===== src/rtl/cmd_router_pkg.sv =====
// Shared types, widths and helpers for the custom-instruction router.
package cmd_router_pkg;

  localparam int FUNC_ID_W = 10;
  localparam int DATA_W    = 32;

  localparam logic [DATA_W-1:0] ERR_RSP_DEFAULT = 32'hDEAD_0BAD;

  typedef enum logic [1:0] {
    IDLE = 2'd0,
    WAIT = 2'd1,
    RSP  = 2'd2
  } state_t;

  // Slot number sits in the top sel_w bits of the function id.
  function automatic logic [FUNC_ID_W-1:0] sel_of(input logic [FUNC_ID_W-1:0] function_id,
                                                  input int sel_w);
    return function_id >> (FUNC_ID_W - sel_w);
  endfunction

endpackage


===== src/rtl/cmd_router_wdog.sv =====
// Response watchdog: counts cycles while enabled, expires on the last allowed cycle.
module cmd_router_wdog #(
  parameter int TIMEOUT_CYCLES = 1024
) (
  input  logic clk,
  input  logic reset,
  input  logic clr,
  input  logic en,
  output logic expire
);

  localparam int CNT_W = (TIMEOUT_CYCLES == 0) ? 1 : $clog2(TIMEOUT_CYCLES + 1);
  localparam logic [CNT_W-1:0] LAST = CNT_W'((TIMEOUT_CYCLES == 0) ? 0 : TIMEOUT_CYCLES - 1);
  localparam logic [CNT_W-1:0] SAT  = CNT_W'(TIMEOUT_CYCLES);

  logic [CNT_W-1:0] count;

  // Saturates at TIMEOUT_CYCLES; a zero limit pins the count at 0.
  always_ff @(posedge clk) begin
    if (reset || clr) begin
      count <= '0;
    end else if (en && count != SAT) begin
      count <= count + CNT_W'(1);
    end
  end

  assign expire = (TIMEOUT_CYCLES != 0) && (count == LAST);

endmodule


===== src/rtl/cmd_router.sv =====
// Routes CPU custom instructions to one of NUM_SLOTS slots, one command in flight,
// with unmapped-slot errors, response watchdog, stale-response dropping and IRQ OR.
//
// state | meaning
// IDLE  | ready for a new command (or holding one aimed at a stale slot)
// WAIT  | command issued to slot own, waiting for its response or the watchdog
// RSP   | response registered, waiting for the CPU to take it
module cmd_router
  import cmd_router_pkg::*;
#(
  parameter int                  NUM_SLOTS      = 4,
  parameter logic [NUM_SLOTS-1:0] SLOT_EN       = 4'b0011,
  parameter int                  TIMEOUT_CYCLES = 1024,
  parameter logic [DATA_W-1:0]   ERR_RSP        = ERR_RSP_DEFAULT
) (
  input  logic                        clk,
  input  logic                        reset,
  input  logic                        cmd_valid,
  input  logic [FUNC_ID_W-1:0]        cmd_function_id,
  input  logic [DATA_W-1:0]           cmd_inputs_0,
  input  logic [DATA_W-1:0]           cmd_inputs_1,
  output logic                        cmd_ready,
  output logic                        rsp_valid,
  output logic [DATA_W-1:0]           rsp_outputs_0,
  input  logic                        rsp_ready,
  output logic                        cmd_int,
  output logic [NUM_SLOTS-1:0]        s_cmd_valid,
  input  logic [NUM_SLOTS-1:0]        s_cmd_ready,
  output logic [FUNC_ID_W-1:0]        s_cmd_function_id,
  output logic [DATA_W-1:0]           s_cmd_inputs_0,
  output logic [DATA_W-1:0]           s_cmd_inputs_1,
  input  logic [NUM_SLOTS-1:0]        s_rsp_valid,
  input  logic [DATA_W*NUM_SLOTS-1:0] s_rsp_outputs_0,
  output logic [NUM_SLOTS-1:0]        s_rsp_ready,
  input  logic [NUM_SLOTS-1:0]        s_cmd_int,
  output logic                        timeout_flag,
  input  logic                        timeout_clr
);

  localparam int SEL_W = $clog2(NUM_SLOTS);

  state_t               state;
  logic [SEL_W-1:0]     own;
  logic [NUM_SLOTS-1:0] stale;
  logic [SEL_W-1:0]     sel;
  logic                 sel_en;
  logic                 sel_stale;
  logic                 cmd_hs;
  logic                 own_rsp;
  logic [DATA_W-1:0]    own_data;
  logic                 wdog_expire;

  assign sel       = SEL_W'(sel_of(cmd_function_id, SEL_W));
  assign sel_en    = SLOT_EN[sel];
  assign sel_stale = stale[sel];
  assign cmd_hs    = (state == IDLE) && sel_en && !sel_stale && cmd_valid && s_cmd_ready[sel];
  assign own_rsp   = s_rsp_valid[own];
  assign own_data  = s_rsp_outputs_0[{own, 5'b0} +: DATA_W];

  assign s_cmd_function_id = cmd_function_id;
  assign s_cmd_inputs_0    = cmd_inputs_0;
  assign s_cmd_inputs_1    = cmd_inputs_1;

  always_comb begin
    s_cmd_valid = '0;
    cmd_ready   = 1'b0;
    s_rsp_ready = stale;
    case (state)
      IDLE: begin
        if (!sel_en) begin
          cmd_ready = 1'b1;
        end else if (!sel_stale) begin
          s_cmd_valid[sel] = cmd_valid;
          cmd_ready        = s_cmd_ready[sel];
        end
      end
      WAIT:    s_rsp_ready[own] = 1'b1;
      default: ;
    endcase
  end

  cmd_router_wdog #(
    .TIMEOUT_CYCLES(TIMEOUT_CYCLES)
  ) u_wdog (
    .clk   (clk),
    .reset (reset),
    .clr   (cmd_hs),
    .en    ((state == WAIT) && !own_rsp),
    .expire(wdog_expire)
  );

  always_ff @(posedge clk) begin
    if (reset) begin
      state         <= IDLE;
      own           <= '0;
      stale         <= '0;
      rsp_valid     <= 1'b0;
      rsp_outputs_0 <= '0;
      cmd_int       <= 1'b0;
      timeout_flag  <= 1'b0;
    end else begin
      cmd_int <= |(s_cmd_int & SLOT_EN);
      // Late responses from abandoned slots are swallowed here.
      stale   <= stale & ~s_rsp_valid;
      if (timeout_clr) timeout_flag <= 1'b0;
      case (state)
        IDLE: begin
          if (cmd_valid && !sel_en) begin
            rsp_outputs_0 <= ERR_RSP;
            rsp_valid     <= 1'b1;
            state         <= RSP;
          end else if (cmd_hs) begin
            own   <= sel;
            state <= WAIT;
          end
        end
        WAIT: begin
          if (own_rsp) begin
            rsp_outputs_0 <= own_data;
            rsp_valid     <= 1'b1;
            state         <= RSP;
          end else if (wdog_expire) begin
            rsp_outputs_0 <= ERR_RSP;
            rsp_valid     <= 1'b1;
            timeout_flag  <= 1'b1;
            stale[own]    <= 1'b1;
            state         <= RSP;
          end
        end
        RSP: begin
          if (rsp_ready) begin
            rsp_valid <= 1'b0;
            state     <= IDLE;
          end
        end
        default: state <= IDLE;
      endcase
    end
  end

endmodule


===== config.mk =====
export PLATFORM = sky130hd
export DESIGN_NAME = cmd_router
export DESIGN_NICKNAME = d
export VERILOG_FILES = /design/src/rtl/cmd_router_pkg.sv /design/src/rtl/cmd_router_wdog.sv /design/src/rtl/cmd_router.sv
export SDC_FILE = /design/constraint.sdc
export NUM_CORES = 1
export LEC_CHECK = 0
export ABC_AREA = 1
export CAP_MARGIN = 40
export CORE_AREA = 3 3 130 132
export DETAILED_ROUTE_END_ITERATION = 12
export DIE_AREA = 0 0 133 135
export DONT_BUFFER_PORTS = 1
export GPL_TIMING_DRIVEN = 0
export PLACE_DENSITY = 0.39
export SLEW_MARGIN = 15
export SYNTH_ARGS = -nofsm -noshare
export SYNTH_HDL_FRONTEND = slang
export SYNTH_SLANG_ARGS = --single-unit

===== constraint.sdc =====
create_clock -name clk -period 1.9 [get_ports clk]
set_input_delay 0.38 -clock clk [delete_from_list [all_inputs] [get_ports clk]]
set_output_delay 0.38 -clock clk [all_outputs]
set_load 0.02 [all_outputs]

==> metrics.md, run 1 <==
| Metric | Value |
|---|---|
| Seq cells post-synth | 54 |
| Fmax | 546 MHz |
| Area Overhead vs Synth | 14.3% |
| Initial antenna violation count | 0 |
| Min cycle time layout | 1.83 ns |
| Sequential element share of the synthesized area | 0.259 |
| Worst path arrival time | 1.45 ns |
| Clock Sinks | 54 |
| Initial cell density of the core | 0.263 |
| WL/cell | 17.0 um |
| H-tree Lvls | 2 |
| Setup CP Type | flip-flop to output pin |
| Power per Cell Area | 671 nW/um^2 |
| ANT cells | 0 |
| Sum of buffers and inverters on the critical path | 4 |
| Footprint of the multi-input gates | 2330 um^2 |
| Util after Layout | 0.301 |
| Hold buffer count at cts | 0 |
| Final GP Congestion | 0.890 |
| Critical path depth | 6 |
| Die width | 133 um |
| CTS Buffer Depth | 2 |
| Gr ovfl total | 0 |
| FF-to-FF path depth | 9 |
| Global-route wire length before repair | 23100 um |
| Main area contributors after synthesis | dfxtp_1, nand2_1, buf_4 |
| Largest stage delay, worst path | 0.31 ns |
| Via count | 4350 |
| Clk root buf | clkbuf_16 |
| Max-slew headroom | 0.656 |
| Worst Setup Start Kind | flip-flop |
| Leakage | 2.15 nW |
| Worst Tran Pin Value | 0.516 ns |
| Hold crit path type | primary input to flip-flop |
| Yosys top cell area share | 0.259 |
| Worst vdd rail ir drop | 0.364 mV |
| Worst reg2reg startpoint | u_wdog.count[1] |
| Gr usage total | 0.162 |
| Post-DRT Antenna Nets | 0 |
| IO Port Bufs | 0 |
| Hold Path Depth | 2 |
| CTS tree | built |
| Max-capacitance violation count | 0 |
| Placed Instances | 914 |
| Detailed Routing Iterations Pass 1 | 4 |
| Avg Inst Size Synth | 5.98 um^2 |
| Layout cells sized above 1 | 0.205 |
| CP top delay family | buffers and inverters |
| Commonest non-fill, non-tap cells in the layout | nand2_1, buf_4, dfxtp_1, nand3_1, a21oi_1 |
| Ys Warns | 0 |
| Final Instance Count excl. Fillers | 925 |
| Register-to-register setup slack | 0.15 ns |
| Core area | 15800 um^2 |
| Skew-Pair Late Insertion Delay | 0.30 ns |
| I/O pin total | 337 |
| Worst R2R End | rsp_outputs_0[23] |
| Final worst-path cycle share | 0.964 |
| Vias/cell | 4.70 |
| DRT iter0 DRCs | 254 |
| Synth unique cells | 29 |
| Commonest non-fill, non-tap cell in the layout | nand2_1 |
| Final setup violation count | 0 |
| Post-synthesis cell count | 697 |
| Mapped Area | 4170 um^2 |
| CP max stage cell | dfxtp_1 |
| Status | completed |
| Cts bufs inserted | 5 |
| DRC | 0 |
| Max Slew Vio Count | 0 |
| Fill count | 1834 |
| WL final | 15700 um |
| Clock transition at path regs | 0.08 ns |
| Floorplan row count | 46 |
| Die Ht | 135 um |
| Hold_ws | 0.202 ns |
| Crit-path max FO | 10 |
| Endpoint class of the critical path | output pin |
| Crit. Startpoint | own[0] |
| Hold_sp | s_cmd_int[0] |
| Vias in the first global route | 4356 |
| Hold Crit Endpoint | cmd_int |
| Critical path required time | 1.52 ns |
| Chain of cells forming the critical path | buf_4 > inv_2 > buf_6 > nor2_4 > buf_8 > a21o_4 |
| Register area | 1080 um^2 |
| Clock skew | 0.00957 ns |
| Die area | 18000 um^2 |
| Nets | 929 |
| Final hold vios | 0 |
| Post-synth top area cell | dfxtp_1 |
| Hpwl dp | 13100 um |
| Largest net degree at the start of global routing | 18 |
## state kept, by name (all words and copies together), names as in the netlist
| register | count |
|---|---|
| own | 2 |
| rsp_valid | 1 |
| state | 2 |
| u_wdog.count | 11 |
| rsp_outputs_0 | 32 |
| stale | 4 |
| timeout_flag | 1 |
| cmd_int | 1 |
## worst max-delay path by stage
stage | to | slack, ns
global placement | own[0] | -0.11
floorplan | cmd_ready | 0.17
global route | s_rsp_ready[2] | -0.004
finish | s_rsp_ready[1] | 0.07
CTS | s_rsp_ready[2] | 0.0004
detailed placement | rsp_outputs_0[28] | -0.13
## worst register-to-register path: stages (launching register included)
cell,delay [ns]
dfxtp_1,0.43
ha_2,0.26
nand2_1,0.10
nor2_4,0.15
nand3_2,0.14
nand3_2,0.14
buf_6,0.16
buf_6,0.15
a21oi_1,0.07
nor2_1,0.11
## synth_stat cells, drive strengths merged
| library cell | n |
|---|---|
| nor2 | 57 |
| buf | 106 |
| a21oi | 51 |
| xnor2 | 1 |
| nand3b | 2 |
| nand3 | 56 |
| a21boi | 1 |
| ha | 2 |
| inv | 23 |
| nand2 | 279 |
| o21bai | 2 |
| nor3 | 3 |
| o21ai | 22 |
| or2 | 3 |
| nand4 | 21 |
| conb | 1 |
| dfxtp | 54 |
| clkbuf | 8 |
| xor2 | 3 |
| a21o | 1 |
| clkinv | 1 |
## area by class of cell
cell class              instances  share of cell area
plain buffers                 114               0.174
clock inverters                 3             0.00394
flip-flops and latches         54               0.227
multi-input cells             506               0.489
repair buffers                  3             0.00473
well taps                     216              0.0567
clock buffers                   5              0.0263
inverters                      24              0.0189
## where the power goes
| part | switching (mW) | internal, mW | total (mW) |
|---|---|---|---|
| combinational | 0.477 | 0.312 | 0.789 |
| sequential | 0.216 | 1.24 | 1.46 |
| clock | 0.460 | 0.491 | 0.951 |
| total | 1.15 | 2.04 | 3.19 |
## layer usage
| metal | track usage | routed length (um) | vias to the layer above |
|---|---|---|---|
| met5 | 0 | 0 | - |
| met4 | 0.0283 | 114 | 0 |
| met3 | 0.0436 | 1370 | 8 |
| met2 | 0.317 | 8270 | 233 |
| met1 | 0.175 | 5990 | 1941 |
| li1 | - | - | 2168 |
## per-stage QoR
stage | cell area (um^2) | TNS, ns | total power, mW | setup slack (ns)
finish | 4760 | 0 | 3.19 | 0.0675
global route | 4760 | -0.00378 | 3.36 | -0.00378
global placement | 4440 | -1.84 | 2.25 | -0.111
detailed placement | 4440 | -2.04 | 2.26 | -0.126
floorplan | 4170 | 0 | 2.08 | 0.168
CTS | 4680 | 0 | 3.23 | 0.000409
## cell families (layout without fill, tap and decap cells)
family	Yosys count	count (layout)	synth area share
xor+xnor	4	4	0.00840
buf+inv	138	149	0.209
compound gates	77	77	0.0948
other cells	1	2	0.000899
simple gates	421	421	0.422
fa+ha+maj	2	2	0.00600
flops	54	54	0.259
## timing repair
item	in CTS	in global routing
pin swaps	1	4
endpoints found under the setup margin	11	37
gates resized for setup	26	15
setup buffers	0	3
Note: power is estimated with default switching activity, not from simulation.
==> run 2: changes to the inputs <==
--- a/config.mk
+++ b/config.mk
@@ -13,5 +13,6 @@
 export DONT_BUFFER_PORTS = 1
 export GPL_TIMING_DRIVEN = 0
-export PLACE_DENSITY = 0.39
+export PLACE_DENSITY = 0.47
+export SETUP_SLACK_MARGIN = 0.15
 export SLEW_MARGIN = 15
 export SYNTH_ARGS = -nofsm -noshare
==> constraint.sdc (replaced) <==
create_clock -name clk -period 1.9 [get_ports clk]
set_input_delay 0.285 -clock clk [delete_from_list [all_inputs] [get_ports clk]]
set_output_delay 0.285 -clock clk [all_outputs]
set_load 0.02 [all_outputs]
==> metrics.md, run 2 (synthesis gave the netlist of run 1 again) <==
| Metric | Value |
|---|---|
| Cts bufs inserted | 5 (unchanged) |
| FF-to-FF path depth | 11 (+2) |
| Worst Setup Start Kind | flip-flop |
| Crit path to | s_rsp_ready[1] |
| DRT iter0 DRCs | 155 (-39%) |
| Worst vdd rail ir drop | 0.418 mV (+15%) |
| Max-capacitance violation count | 0 (unchanged) |
| RSZ-0062 raised after global routing | true |
| Gr usage total | 0.166 (+0.00438) |
| Hpwl dp | 12900 um (-1.3%) |
| Clock transition at path regs | 0.07 ns (about the same) |
| Post-DRT Antenna Nets | 0 (unchanged) |
| Clock Sinks | 54 (unchanged) |
| Max Slew Vio Count | 0 (unchanged) |
| Status | completed |
| Critical path required time | 1.62 ns (+0.10 ns) |
| Endpoint class of the critical path | output pin |
| Worst Tran Pin Value | 0.532 ns (+0.0161 ns) |
| Commonest non-fill, non-tap cell in the layout | nand2_1 |
| ANT cells | 0 (unchanged) |
| Die Ht | 135 um (unchanged) |
| CTS tree | built |
| Crit-path max FO | 10 (unchanged) |
| Die width | 133 um (unchanged) |
| Die area | 18000 um^2 (unchanged) |
| Nets | 942 (+1.4%) |
| IO Port Bufs | 0 (unchanged) |
| Leakage | 2.22 nW (+3.1%) |
| H-tree Lvls | 2 (unchanged) |
| Final setup violation count | 0 (unchanged) |
| Area Overhead vs Synth | 19.1% |
| Initial cell density of the core | 0.263 (unchanged) |
| Register-to-register setup slack | 0.26 ns (+0.11 ns) |
| Crit. Startpoint | own[0] |
| Final worst-path cycle share | 0.880 (-0.0850) |
| Regs by FF count | rsp_outputs_0 (32), u_wdog.count (11), stale (4) |
| CTS Buffer Depth | 2 (unchanged) |
| Skew-Pair Late Insertion Delay | 0.30 ns (about the same) |
| Fmax | 598 MHz (+9.7%) |
| Power per Cell Area | 649 nW/um^2 (-3.2%) |
| Vias/cell | 4.70 (about the same) |
| WL/cell | 17.2 um (+1.2%) |
| Placed Instances | 915 (+0.11%) |
| Final Instance Count excl. Fillers | 937 (+1.3%) |
| Layout cells sized above 1 | 0.251 (+0.0465) |
| Hold_ws | 0.0996 ns (-0.103 ns) |
| Worst R2R End | rsp_outputs_0[9] |
| Commonest non-fill, non-tap cells in the layout | nand2_1, buf_4, nand3_1, nor2_1, dfxtp_1 |
| Gr ovfl total | 0 (unchanged) |
| Worst reg2reg startpoint | own[0] |
| Floorplan row count | 46 (unchanged) |
| DRC | 0 (unchanged) |
| Min cycle time layout | 1.67 ns (-0.161 ns) |
| Max-slew headroom | 0.645 (-0.0107) |
| Setup ws final | 0.229 ns (+0.161 ns) |
| Biggest register | rsp_outputs_0 |
| Worst path arrival time | 1.39 ns (-0.06 ns) |
| Global-route wire length before repair | 23200 um (+0.18%) |
| Initial antenna violation count | 0 (unchanged) |
| Max reg flops | 32 (unchanged) |
| Total negative setup slack | 0 ns (unchanged) |
| Setup CP Type | flip-flop to output pin |
| Final GP Congestion | 0.813 (-8.6%) |
| I/O pin total | 337 (unchanged) |
| Vias in the first global route | 4161 (-4.5%) |
| Core area | 15800 um^2 (unchanged) |
| Clock skew | 0.00561 ns (-0.00396 ns) |
| DP Worst Slack | 0.0206 ns (+0.147 ns) |
| Clk root buf | clkbuf_16 |
| WL final | 16100 um (+2.5%) |
| Largest net degree at the start of global routing | 17 (-1) |
| Via count | 4407 (+1.3%) |
| Detailed Routing Iterations Pass 1 | 4 (unchanged) |
| Hold crit path type | primary input to flip-flop |
| Final hold vios | 0 (unchanged) |
==> run 2: where the power goes <==
part / switching, mW / leakage [nW] / internal [mW] / total (mW)
logic: 0.489 / 1.70 / 0.337 / 0.826
registers: 0.219 / 0.447 / 1.24 / 1.46
clock network: 0.452 / 0.0701 / 0.486 / 0.938
==> run 2: final cells by class <==
type	instances	area (um^2)
Timing Repair Buffer	16	124
Tap cell	216	270
Fill cell	1802	10900
Sequential cell	54	1090
Multi-Input combinational cell	506	2400
Clock inverter	2	13.8
Buffer	114	852
Clock buffer	5	125
Inverter	24	90.1
==> run 2: timing repair <==
action | CTS | global route
hold buffers | 0 | 0
gates resized for setup | 44 | 42
cloned | 0 | 0
buffers inserted | 2 | 13
pin swaps | 5 | 9
setup endpoints to repair | 43 | 54
==> run 2: layer usage <==
metal	wire length, um	global-route usage
met1	6100	0.183
met3	1440	0.0492
met5	0	0
met2	8360	0.311
met4	250	0.0427
==> run 2: critical path: stages, from the launching register on <==
cell	delay [ns]
dfxtp_1	0.31
buf_6	0.13
inv_2	0.06
buf_6	0.15
nor2_4	0.06
buf_8	0.12
a21o_4	0.23
==> run 2: how the worst min path moves through the flow <==
stage | start | end | depth (start not counted)
final | s_cmd_int[0] | cmd_int | 2
after global routing | s_cmd_int[0] | cmd_int | 2
after CTS | s_cmd_int[0] | cmd_int | 2
after detailed placement | s_cmd_int[0] | cmd_int | 2
after global placement | s_cmd_int[0] | cmd_int | 2
after floorplan | s_cmd_int[0] | cmd_int | 2
==> run 2: metrics by stage <==
stage | total power [mW] | util | area, um^2
floorplan | 2.08 | - | 4170
global placement | 2.25 | 0.281 | 4440
detailed placement | 2.26 | 0.281 | 4450
CTS | 3.24 | 0.300 | 4750
global route | 3.41 | 0.314 | 4960
finish | 3.22 | 0.314 | 4960
==> run 3: changes to the inputs <==
HOLD_SLACK_MARGIN = 0.06   (was default)
clock period = 1.65 ns   (was 1.9 ns; I/O delays follow)
==> metrics.md, run 3 (synthesis gave the netlist of run 1 again) <==
| Metric | Value |
|---|---|
| Crit path to | s_rsp_ready[1] |
| Biggest register | rsp_outputs_0 |
| Largest stage delay, worst path | 0.36 ns (+0.05 ns) |
| Sum of buffers and inverters on the critical path | 3 (-1) |
| Part of the power in registers | 0.420 (-0.033) |
| Post-DRT Antenna Nets | 0 (unchanged) |
| WL final | 16500 um (+2.4%) |
| Final setup violation count | 0 (unchanged) |
| Util after Layout | 0.355 (+0.0415) |
| Worst R2R End | rsp_outputs_0[13] |
| Largest net degree at the start of global routing | 18 (+1) |
| Final GP Congestion | 0.792 (-2.6%) |
| CTS tree | built |
| Cell area after layout | 5620 um^2 (+13%) |
| CTS Buffer Depth | 2 (unchanged) |
| Clock Sinks | 54 (unchanged) |
| Cts bufs inserted | 5 (unchanged) |
| FF-to-FF path depth | 11 (unchanged) |
| Placed Instances | 914 (-0.11%) |
| CP top delay family | buffers and inverters |
| Register-to-register setup slack | 0.09 ns (-0.17 ns) |
| Fill count | 1757 (-2.5%) |
| Clock transition at path regs | 0.08 ns (about the same) |
| Share of total power in combinational logic | 0.274 (+0.018) |
| Die area | 18000 um^2 (unchanged) |
| Crit-path max FO | 7 (-3) |
| Switching power total | 1.41 mW (+22%) |
| Max-slew headroom | 0.642 (-0.00334) |
| Worst reg2reg startpoint | own[0] |
| Vias/cell | 4.72 (+0.35%) |
| Critical path required time | 1.40 ns (-0.22 ns) |
| Final worst-path cycle share | 0.962 |
| Die Ht | 135 um (unchanged) |
| Most used cell, CP | buf_6 |
| Switching share of power | 0.350 (-0.0100) |
| WL/cell | 17.2 um (-0.38%) |
| Leakage | 2.48 nW (+12%) |
| Hold crit path type | primary input to flip-flop |
| RSZ-0062 raised after global routing | true |
| Detailed Routing Iterations Pass 1 | 4 (unchanged) |
| Chain of cells forming the critical path | buf_6 > buf_4 > nor2_4 > buf_6 > a21o_4 |
| Min cycle time layout | 1.59 ns |
| Setup CP Type | flip-flop to output pin |
| Core area | 15800 um^2 (unchanged) |
| Vias in the first global route | 4269 (+2.6%) |
| DP Worst Slack | -0.261 ns (-0.281 ns) |
| Commonest non-fill, non-tap cell in the layout | nand2_1 |
| Worst Tran Pin Value | 0.537 ns (+0.00502 ns) |
| Fmax | 630 MHz |
| Initial antenna violation count | 1 (+1) |
| Overall Power | 4.03 mW (+25%) |
| Setup ws final | 0.0621 ns (-0.167 ns) |
| Via count | 4545 (+3.1%) |
| Placement Cell Area | 4460 um^2 (+0.20%) |
| Crit. Startpoint | own[1] |
| Commonest non-fill, non-tap cells in the layout | nand2_1, buf_4, nor2_1, dfxtp_1, nand3_1 |
| Die width | 133 um (unchanged) |
| Gr usage total | 0.165 (-0.000944) |
| DRT iter0 DRCs | 234 (+51%) |
| Max Slew Vio Count | 0 (unchanged) |
| Layout cells sized above 1 | 0.343 (+0.0921) |
| Pint | 2.62 mW (+27%) |
| Power per Cell Area | 717 nW/um^2 (+10%) |
| DRC | 0 (unchanged) |
| IO Port Bufs | 0 (unchanged) |
| Worst vdd rail ir drop | 0.421 mV (+0.67%) |
| Gr ovfl total | 0 (unchanged) |
| CP max stage cell | dfxtp_1 |
| Max reg flops | 32 (unchanged) |
| Nets | 966 (+2.5%) |
| Final hold vios | 0 (unchanged) |
| I/O pin total | 337 (unchanged) |
| Floorplan row count | 46 (unchanged) |
| Hpwl dp | 12300 um (-4.6%) |
| Clock skew | 0.00652 ns (+0.000909 ns) |
| Endpoint class of the critical path | output pin |
| Worst Setup Start Kind | flip-flop |
| Worst path arrival time | 1.34 ns (-0.05 ns) |
| Skew-Pair Late Insertion Delay | 0.30 ns (about the same) |
| Clk root buf | clkbuf_16 |
| Final Instance Count excl. Fillers | 963 (+2.8%) |
| Status | completed |
| Power share of the clock group | 0.306 (+0.015) |
| H-tree Lvls | 2 (unchanged) |
| Max-capacitance violation count | 0 (unchanged) |
| Critical path depth | 5 (-1) |
| Regs by FF count | rsp_outputs_0 (32), u_wdog.count (11), stale (4) |
| Area Overhead vs Synth | 34.8% |
| Global-route wire length before repair | 23300 um (+0.68%) |
| Initial cell density of the core | 0.263 (unchanged) |
run 3: changes by cell type in the layout (fill, tap and decap cells not counted), sizes merged:
cell / before / now
diode: 0 / 1
clkinvlp: 0 / 3
clkinv: 2 / 1
inv: 24 / 22
buf: 121 / 143
bufinv: 0 / 1
dlygate4sd3: 0 / 1
nand3: 56 / 57
run 3: final cells by class:
class / instances / area [um^2] / share of cell area
multi-input cells: 507 / 2640 / 0.470
flip-flops and latches: 54 / 1100 / 0.196
plain buffers: 114 / 937 / 0.167
repair buffers: 39 / 399 / 0.0710
well taps: 216 / 270 / 0.0481
clock buffers: 5 / 125 / 0.0223
inverters: 24 / 98.8 / 0.0176
clock inverters: 3 / 45.0 / 0.00801
diodes: 1 / 2.50 / 0.000445
run 3: repair_timing:
action                                 4_1_cts  5_1_grt
setup buffers                               26        6
setup endpoints to repair                   60       60
hold buffers                                 1        0
gates cloned                                 4        3
gates resized for setup                    144       46
endpoints found under the hold margin        1        0
pin swaps                                   28       16
run 3: how the worst min path moves through the flow:
stage / startpoint / endpoint / slack [ns] / cells past startpoint
3_3_place_gp: s_cmd_int[0] / cmd_int / 0.37 / 2
3_5_place_dp: s_cmd_int[0] / cmd_int / 0.38 / 2
5_1_grt: s_cmd_int[1] / cmd_int / 0.08 / 2
4_1_cts: s_cmd_int[1] / cmd_int / 0.06 / 2
2_1_floorplan: s_cmd_int[0] / cmd_int / 0.36 / 2
6_report: s_cmd_int[1] / cmd_int / 0.07 / 2
run 3: through the flow:
stage / setup TNS [ns] / hold slack [ns]
2_1_floorplan: 0 / 0.363
3_3_place_gp: -5.47 / 0.366
3_5_place_dp: -5.45 / 0.383
4_1_cts: 0 / 0.0608
5_1_grt: 0 / 0.0775
6_report: 0 / 0.0664
run 3: layer usage:
layer | GRT usage | wire, um | up-vias | share of wire
met5 | 0 | 0 | - | 0
met1 | 0.189 | 6310 | 2051 | 0.38
met2 | 0.310 | 8600 | 229 | 0.52
met4 | 0.0323 | 189 | 0 | 0.011
li1 | - | - | 2250 | -
met3 | 0.0414 | 1420 | 15 | 0.086
run 3: worst register-to-register path: stages (launching register included):
cell     delay (ns)
dfxtp_2        0.33
buf_6          0.14
inv_4          0.05
buf_8          0.13
nand3_2        0.06
nand2_2        0.07
nor2_4         0.12
nand3_4        0.10
buf_6          0.15
buf_12         0.15
a21oi_1        0.12
nor2_1         0.06
run 3: power groups by stage:
| stage | sequential (mW) | combinational (mW) | clock, mW |
|---|---|---|---|
| after floorplan | 1.66 | 0.737 | 0 |
| after global placement | 1.71 | 0.883 | 0 |
| after detailed placement | 1.71 | 0.882 | 0 |
| after CTS | 1.69 | 1.06 | 1.28 |
| after global routing | 1.71 | 1.21 | 1.31 |
| final | 1.69 | 1.10 | 1.23 |
